===== src/rtl/ahb_pkg.sv =====
// Shared types and response constants for the AHB slave-to-memory bridge.
// The error states exist only when SLAVE_ERR_RESP_EN is defined.
package ahb_pkg;

   typedef enum logic [1:0] {
      HTRANS_IDLE   = 2'b00,
      HTRANS_BUSY   = 2'b01,
      HTRANS_NONSEQ = 2'b10,
      HTRANS_SEQ    = 2'b11
   } htrans_t;

   typedef enum logic [1:0] {
      RESP_OKAY  = 2'b00,
      RESP_ERROR = 2'b01
   } hresp_t;

   typedef enum logic [2:0] {
      SIZE_BYTE  = 3'b000,
      SIZE_HALF  = 3'b001,
      SIZE_WORD  = 3'b010,
      SIZE_DWORD = 3'b011
   } hsize_t;

   typedef enum logic [2:0] {
      ST_IDLE,
      ST_WRITE,
      ST_READ
`ifdef SLAVE_ERR_RESP_EN
      ,
      ST_ERR1,
      ST_ERR2
`endif
   } bridge_state_t;

   localparam logic [1:0] HRESP_OKAY  = 2'b00;
   localparam logic [1:0] HRESP_ERROR = 2'b01;

endpackage


===== src/rtl/ahb_slave_bridge_if.sv =====
// AHB slave-side bus plus the simple memory port driven by the bridge.
interface ahb_slave_bridge_if #(
   parameter int ADDR_W = 32,
   parameter int DATA_W = 32
);
   logic                HSel;
   logic                HGrant;
   logic [1:0]          HTrans;
   logic                HWrite;
   logic [2:0]          HSize;
   logic [ADDR_W-1:0]   HAddress;
   logic [DATA_W-1:0]   HWrite_data;
   logic [DATA_W-1:0]   HRead_data;
   logic                HReady;
   logic [1:0]          HResp;
   logic [ADDR_W-1:0]   MAddress;
   logic [DATA_W-1:0]   MWrite_data;
   logic [DATA_W/8-1:0] Mbyte_en;
   logic                Mwrite;
   logic                Menable;
   logic [DATA_W-1:0]   MRead_data;

   modport slave (
      input  HSel, HGrant, HTrans, HWrite, HSize, HAddress, HWrite_data, MRead_data,
      output HRead_data, HReady, HResp, MAddress, MWrite_data, Mbyte_en, Mwrite, Menable
   );

   modport master (
      output HSel, HGrant, HTrans, HWrite, HSize, HAddress, HWrite_data, MRead_data,
      input  HRead_data, HReady, HResp, MAddress, MWrite_data, Mbyte_en, Mwrite, Menable
   );
endinterface


===== src/rtl/ahb_slave_decode.sv =====
// Combinational address decode: window offset, lane enables and, with
// SLAVE_ERR_RESP_EN, the range/alignment error flag.
module ahb_slave_decode
   import ahb_pkg::*;
#(
   parameter int                ADDR_W    = 32,
   parameter int                DATA_W    = 32,
   parameter logic [ADDR_W-1:0] BASE_ADDR = '0,
   parameter int                MEM_BYTES = 262144
) (
   input  logic [ADDR_W-1:0]   addr,
   input  logic [2:0]          size,
   output logic [ADDR_W-1:0]   maddr,
   output logic [DATA_W/8-1:0] ben
`ifdef SLAVE_ERR_RESP_EN
   ,
   output logic                err
`endif
);
   localparam int NB = DATA_W / 8;
   localparam int LB = $clog2(NB);
   localparam logic [ADDR_W-1:0] MASK = ADDR_W'(MEM_BYTES - 1) & ~ADDR_W'(NB - 1);

   logic [ADDR_W-1:0] offset;
   logic [LB-1:0]     lo;
   logic [NB-1:0]     span;

   assign offset = addr - BASE_ADDR;
   assign lo     = addr[LB-1:0];
   // Masking the offset both wraps modulo the window and aligns to the bus width.
   assign maddr  = offset & MASK;

   always_comb begin
      span = '1;
      case (hsize_t'(size))
         SIZE_BYTE:  span = NB'(1);
         SIZE_HALF:  span = NB'(3);
         SIZE_WORD:  span = NB'(15);
         SIZE_DWORD: span = NB'(255);
         default:    span = '1;
      endcase
   end

   assign ben = span << lo;

`ifdef SLAVE_ERR_RESP_EN
   localparam logic [ADDR_W:0] LO_LIM = {1'b0, BASE_ADDR};
   localparam logic [ADDR_W:0] HI_LIM = LO_LIM + (ADDR_W+1)'(MEM_BYTES);

   logic [LB-1:0] amask;
   logic          range_err;
   logic          align_err;
   logic          size_err;

   assign amask     = LB'((9'd1 << size) - 9'd1);
   assign range_err = ({1'b0, addr} < LO_LIM) || ({1'b0, addr} >= HI_LIM);
   assign align_err = (lo & amask) != '0;
   assign size_err  = int'(size) > LB;
   assign err       = range_err || align_err || size_err;
`endif

endmodule


===== src/rtl/ahb_slave_bridge.sv =====
// AHB slave to simple synchronous memory bridge with pipelined address phases.
// Optional error responses are enabled by defining SLAVE_ERR_RESP_EN.
//
// state    | meaning
// ST_IDLE  | no data phase in progress, HReady=1
// ST_WRITE | one-cycle write data phase, memory strobed
// ST_READ  | read data phase, waits MEM_LAT cycles
// ST_ERR1  | first error cycle, HReady=0
// ST_ERR2  | second error cycle, HReady=1, sampled address dropped
module ahb_slave_bridge
   import ahb_pkg::*;
#(
   parameter int                ADDR_W    = 32,
   parameter int                DATA_W    = 32,
   parameter logic [ADDR_W-1:0] BASE_ADDR = '0,
   parameter int                MEM_BYTES = 262144,
   parameter int                MEM_LAT   = 1
) (
   input logic               clk,
   input logic               rst,
   ahb_slave_bridge_if.slave bus
);
   localparam int         NB  = DATA_W / 8;
   localparam logic [2:0] LAT = 3'(MEM_LAT);

   bridge_state_t     state_q, state_d;
   logic [2:0]        cnt_q, cnt_d;
   logic [ADDR_W-1:0] maddr_q, maddr_d;
   logic [NB-1:0]     ben_q, ben_d;

   logic [ADDR_W-1:0] dec_addr;
   logic [NB-1:0]     dec_ben;
   logic              accept;
   logic              hready;
   logic [1:0]        hresp;
   logic              menable;
   logic              mwrite;
   logic [DATA_W-1:0] mwdata;
   logic [DATA_W-1:0] rdata;
   htrans_t           trans;

`ifdef SLAVE_ERR_RESP_EN
   logic dec_err;
`endif

   assign trans = htrans_t'(bus.HTrans);

   ahb_slave_decode #(
      .ADDR_W    (ADDR_W),
      .DATA_W    (DATA_W),
      .BASE_ADDR (BASE_ADDR),
      .MEM_BYTES (MEM_BYTES)
   ) u_decode (
      .addr  (bus.HAddress),
      .size  (bus.HSize),
      .maddr (dec_addr),
      .ben   (dec_ben)
`ifdef SLAVE_ERR_RESP_EN
      ,
      .err   (dec_err)
`endif
   );

   always_ff @(posedge clk or negedge rst) begin
      if (!rst) begin
         state_q <= ST_IDLE;
         cnt_q   <= '0;
         maddr_q <= '0;
         ben_q   <= '0;
      end else begin
         state_q <= state_d;
         cnt_q   <= cnt_d;
         maddr_q <= maddr_d;
         ben_q   <= ben_d;
      end
   end

   always_comb begin
      state_d = state_q;
      cnt_d   = cnt_q;
      maddr_d = maddr_q;
      ben_d   = ben_q;
      hready  = 1'b1;
      hresp   = HRESP_OKAY;
      menable = 1'b0;
      mwrite  = 1'b0;
      mwdata  = '0;
      rdata   = '0;

      case (state_q)
         ST_WRITE: begin
            menable = 1'b1;
            mwrite  = 1'b1;
            mwdata  = bus.HWrite_data;
         end
         ST_READ: begin
            // Counter still at its load value only in the first read cycle.
            menable = (cnt_q == LAT);
            if (cnt_q != 3'd0) begin
               hready = 1'b0;
               cnt_d  = cnt_q - 3'd1;
            end else begin
               rdata = bus.MRead_data;
            end
         end
`ifdef SLAVE_ERR_RESP_EN
         ST_ERR1: begin
            hready  = 1'b0;
            hresp   = HRESP_ERROR;
            state_d = ST_ERR2;
         end
         ST_ERR2: begin
            hresp = HRESP_ERROR;
         end
`endif
         default: ;
      endcase

      accept = hready && bus.HSel && bus.HGrant &&
               ((trans == HTRANS_NONSEQ) || (trans == HTRANS_SEQ));
`ifdef SLAVE_ERR_RESP_EN
      if (state_q == ST_ERR2) accept = 1'b0;
`endif

      if (hready) begin
         state_d = ST_IDLE;
         if (accept) begin
            maddr_d = dec_addr;
            ben_d   = dec_ben;
            cnt_d   = LAT;
            state_d = bus.HWrite ? ST_WRITE : ST_READ;
`ifdef SLAVE_ERR_RESP_EN
            if (dec_err) state_d = ST_ERR1;
`endif
         end
      end
   end

   assign bus.HReady      = hready;
   assign bus.HResp       = hresp;
   assign bus.HRead_data  = rdata;
   assign bus.MAddress    = maddr_q;
   assign bus.Mbyte_en    = ben_q;
   assign bus.MWrite_data = mwdata;
   assign bus.Mwrite      = mwrite;
   assign bus.Menable     = menable;

endmodule


===== src/flat_wrapper.sv =====
// flat-port wrapper written by rule: the top's interface ports become plain ports
module ahb_slave_bridge_flat import ahb_pkg::*;
#(
   parameter int                ADDR_W    = 32,
   parameter int                DATA_W    = 32,
   parameter logic [ADDR_W-1:0] BASE_ADDR = '0,
   parameter int                MEM_BYTES = 262144,
   parameter int                MEM_LAT   = 1
)
  (clk, rst, bus_HSel, bus_HGrant, bus_HTrans, bus_HWrite, bus_HSize, bus_HAddress, bus_HWrite_data, bus_MRead_data, bus_HRead_data, bus_HReady, bus_HResp, bus_MAddress, bus_MWrite_data, bus_Mbyte_en, bus_Mwrite, bus_Menable);
  ahb_slave_bridge_if #(.ADDR_W(ADDR_W), .DATA_W(DATA_W)) bus_i ();
  input logic clk;
  input logic rst;
  input wire logic [$bits(bus_i.HSel)-1:0] bus_HSel;
  input wire logic [$bits(bus_i.HGrant)-1:0] bus_HGrant;
  input wire logic [$bits(bus_i.HTrans)-1:0] bus_HTrans;
  input wire logic [$bits(bus_i.HWrite)-1:0] bus_HWrite;
  input wire logic [$bits(bus_i.HSize)-1:0] bus_HSize;
  input wire logic [$bits(bus_i.HAddress)-1:0] bus_HAddress;
  input wire logic [$bits(bus_i.HWrite_data)-1:0] bus_HWrite_data;
  input wire logic [$bits(bus_i.MRead_data)-1:0] bus_MRead_data;
  output wire logic [$bits(bus_i.HRead_data)-1:0] bus_HRead_data;
  output wire logic [$bits(bus_i.HReady)-1:0] bus_HReady;
  output wire logic [$bits(bus_i.HResp)-1:0] bus_HResp;
  output wire logic [$bits(bus_i.MAddress)-1:0] bus_MAddress;
  output wire logic [$bits(bus_i.MWrite_data)-1:0] bus_MWrite_data;
  output wire logic [$bits(bus_i.Mbyte_en)-1:0] bus_Mbyte_en;
  output wire logic [$bits(bus_i.Mwrite)-1:0] bus_Mwrite;
  output wire logic [$bits(bus_i.Menable)-1:0] bus_Menable;
  assign bus_i.HSel = bus_HSel;
  assign bus_i.HGrant = bus_HGrant;
  assign bus_i.HTrans = bus_HTrans;
  assign bus_i.HWrite = bus_HWrite;
  assign bus_i.HSize = bus_HSize;
  assign bus_i.HAddress = bus_HAddress;
  assign bus_i.HWrite_data = bus_HWrite_data;
  assign bus_i.MRead_data = bus_MRead_data;
  assign bus_HRead_data = bus_i.HRead_data;
  assign bus_HReady = bus_i.HReady;
  assign bus_HResp = bus_i.HResp;
  assign bus_MAddress = bus_i.MAddress;
  assign bus_MWrite_data = bus_i.MWrite_data;
  assign bus_Mbyte_en = bus_i.Mbyte_en;
  assign bus_Mwrite = bus_i.Mwrite;
  assign bus_Menable = bus_i.Menable;
  ahb_slave_bridge #(.ADDR_W(ADDR_W), .DATA_W(DATA_W), .BASE_ADDR(BASE_ADDR), .MEM_BYTES(MEM_BYTES), .MEM_LAT(MEM_LAT)) u_core (.clk(clk), .rst(rst), .bus(bus_i));
endmodule

===== config.mk =====
export PLATFORM = sky130hd
export DESIGN_NAME = ahb_slave_bridge_flat
export DESIGN_NICKNAME = d
export VERILOG_FILES = /design/src/rtl/ahb_pkg.sv /design/src/rtl/ahb_slave_bridge_if.sv /design/src/rtl/ahb_slave_decode.sv /design/src/rtl/ahb_slave_bridge.sv /design/src/flat_wrapper.sv
export SDC_FILE = /design/constraint.sdc
export NUM_CORES = 1
export LEC_CHECK = 0
export CELL_PAD_IN_SITES_DETAIL_PLACEMENT = 0
export CELL_PAD_IN_SITES_GLOBAL_PLACEMENT = 2
export CORE_UTILIZATION = 26
export DETAILED_ROUTE_END_ITERATION = 10
export DONT_BUFFER_PORTS = 1
export PLACE_DENSITY_LB_ADDON = 0.25
export SKIP_LAST_GASP = 1
export SLEW_MARGIN = 0
export SYNTH_ARGS = -nofsm -noshare
export SYNTH_HDL_FRONTEND = slang
export SYNTH_SLANG_ARGS = --single-unit

===== constraint.sdc =====
create_clock -name clk -period 1.8 [get_ports clk]
set_input_delay 0.54 -clock clk [delete_from_list [all_inputs] [get_ports clk]]
set_output_delay 0.54 -clock clk [all_outputs]
set_load 0.02 [all_outputs]

==> results.toml <==
[min_path]
hp-class = "input pin to asynchronous set/reset pin"

[drt]
detail-route-antenna-nets = 0
first_pass_iters = 4
finalWirelength_mm = 4.64
avgViaCountPerCell = 4.66
vias = 1248
drtIter0Drc = 5
wire_per_inst_um = 17.3
drcViolationCount = 0

[synth]
seq_area_frac_synth = 0.368
synthCells = 174
netlist_area_sq_um = 1700
ys_ff_latch = 25
yosys_warnings = 0
ys_types = 27
synth.avg_cell_area_sq_um = 9.77

[layout]
nNetsFinal = 303
diodes = 0
ff_latch_area_sq_um = 626
drive_gt1_frac = 0.623
n_fill_cell = 611
area_growth_pct = 32.8
multiInputGateArea_sq_um = 1120
stdcell_count = 268

[timing]
hold_viol = 0
hold-worst-slack_ns = 0.0804
clock_skew_ns = 0.00490
slew_viol_final = 0
tns_ns = -10.17
finalWorstPathRequiredPeriod_ns = 2.00
period_share = 1.11
rsz0062_at_grt = "true"
fmax_mhz = 500
setup_viol = 66
final.setup.worst_slack_ns = -0.201

[placed_design]
place_hpwl_mm = 3.52
place.gp.congestion = 0.840
place_ws_ns = -0.0557
port_buffers = 0
dp.cells = 251

[worst_setup_path]
required_ns = 1.26
setup.worst_path.start_class = "register"
endpoint_kind = "output port"
cp.arrival_ns = 1.46
crit_fanout = 16
rr_worst_depth = 5
r2r-start = "u_core.state_q[1]"
startpoint = "u_core.cnt_q[0]"
path_class = "register to output port"

[grt]
grt_pass1_vias = 1271
grt_pass1_wl_mm = 6.76
antenna_found_initial = 0
grt-ovfl-total = 0
grt_max_degree = 33
grt_util_all_layers = 0.124

[cts]
cts_buffer_depth = 2
numCtsBuffers = 3
clk_pin_slew_ns = 0.08
cts_tree = "done"
htreeDepth = 1
cts_root_buf = "clkbuf_8"
cts_sinks = 25
insertion_delay_ns = 0.26

[floorplan]
initial_core_util = 0.269
ios = 211
die_area_sq_um = 6870
fp.dieW_um = 82.9
die_h_um = 82.9
coreArea_sq_um = 6310
fp-row-count = 29

[status]
violations = "setup timing"
outcome = "complete, but fails checks"

[run]
drv_cap = 0

[pwr]
leakage_nw = 1.02
max-vdd-ir-drop_uv = 518
powerDensity_nw_per_um2 = 693
[power breakdown]
part           internal (mW)  switching, mW  total [mW]
combinational          0.198          0.188       0.387
sequential             0.667          0.190       0.857
clock                  0.158          0.164       0.322
total                   1.02          0.543        1.57
[synth_stat cells, drive strengths merged]
| cell | instances | area [sq um] |
|---|---|---|
| nand2 | 2 | 7.51 |
| a31oi | 1 | 6.26 |
| buf | 20 | 158 |
| nor3b | 1 | 7.51 |
| clkbuf | 6 | 26.3 |
| mux2 | 20 | 225 |
| nor2 | 4 | 15.0 |
| and3 | 2 | 12.5 |
| a2111oi | 1 | 8.76 |
| o21ai | 2 | 10.0 |
| a21oi | 4 | 31.3 |
| ha | 5 | 62.6 |
| dfrtp | 25 | 626 |
| and2 | 65 | 407 |
| a22o | 2 | 17.5 |
| conb | 1 | 3.75 |
| mux2i | 1 | 10.0 |
| inv | 7 | 26.3 |
| nand3 | 1 | 5.00 |
| nor2b | 1 | 6.26 |
| o31ai | 1 | 7.51 |
| a211oi | 1 | 7.51 |
| nand2b | 1 | 13.8 |
[area by class of cell]
class	count	share of cell area
Tap cell	77	0.0427
Timing Repair Buffer	22	0.149
Clock buffer	4	0.0199
Inverter	7	0.0139
Multi-Input combinational cell	133	0.498
Sequential cell	25	0.277
[metrics by stage]
step / util / area, sq um / power [mW]
global placement: 0.289 / 1820 / 1.16
global route: 0.358 / 2260 / 1.66
CTS: 0.336 / 2120 / 1.57
floorplan: - / 1800 / 1.12
finish: 0.358 / 2260 / 1.57
detailed placement: 0.289 / 1820 / 1.17
[registers in the layout (all words and copies together), names as in the netlist]
name,flops
u_core.bus.MAddress,16
u_core.state_q,2
u_core.bus.Mbyte_en,4
u_core.cnt_q,3
[logic make-up (layout without fill, tap and decap cells)]
group	count (synthesis)	in the layout	synth area share
AOI/OAI and AO/OA	12	12	0.0523
adders and majority gates	5	5	0.0368
buffers and inverters	33	33	0.124
DFF	25	25	0.368
muxes	21	21	0.138
other	1	18	0.00221
and+or+nand+nor	77	77	0.279
[worst paths after layout]
| kind | slack (ns) | endpoint |
|---|---|---|
| worst max register to register | 0.25 | u_core.bus.Mbyte_en[3] |
| worst min register to register | 0.55 | u_core.cnt_q[1] |
| min in group clk | 0.41 | u_core.state_q[0] |
| max in group asynchronous | 1.57 | u_core.state_q[0] |
| worst min-delay path | 0.08 | u_core.bus.MAddress[4] |
| worst max-delay path | -0.20 | bus_HRead_data[17] |
[per-layer routing]
layer  GRT usage  vias to the layer above  part of all wire
met5           0                        -                 0
met4      0.0533                        0             0.038
met3      0.0288                       12             0.085
met2       0.243                      105              0.56
met1       0.123                      579              0.32
li1            -                      552                 -
[placed cells by master (no fill, tap or decap), drive strengths merged]
cell     netlist  final
o21ai          2      2
buf           20     19
inv            7      7
mux2i          1      1
nor2           4      4
nand2          2      2
ha             5      5
and2          65     65
o31ai          1      1
a2111oi        1      1
a21oi          4      4
mux2          20     20
clkbuf         6      7
nor2b          1      1
a22o           2      2
a211oi         1      1
nand2b         1      1
a31oi          1      1
nand3          1      1
conb           1     18
and3           2      2
dfrtp         25     25
nor3b          1      1
[worst max-delay path: stages, from the launching register on]
cell       delay [ns]
dfrtp_1          0.39
inv_2            0.09
ha_4             0.15
and3_4           0.21
clkbuf_16        0.17
and2_4           0.18
[what timing repair did]
item / in CTS / in global routing
gates resized for setup: 82 / 30
hold buffers: 1 / 0
endpoints found under the setup margin: 67 / 67
buffers inserted: 5 / 2
cloned: 2 / 3
pin swaps: 3 / 3
endpoints found under the hold margin: 25 / 0
Note: power is estimated with default switching activity, not from simulation.
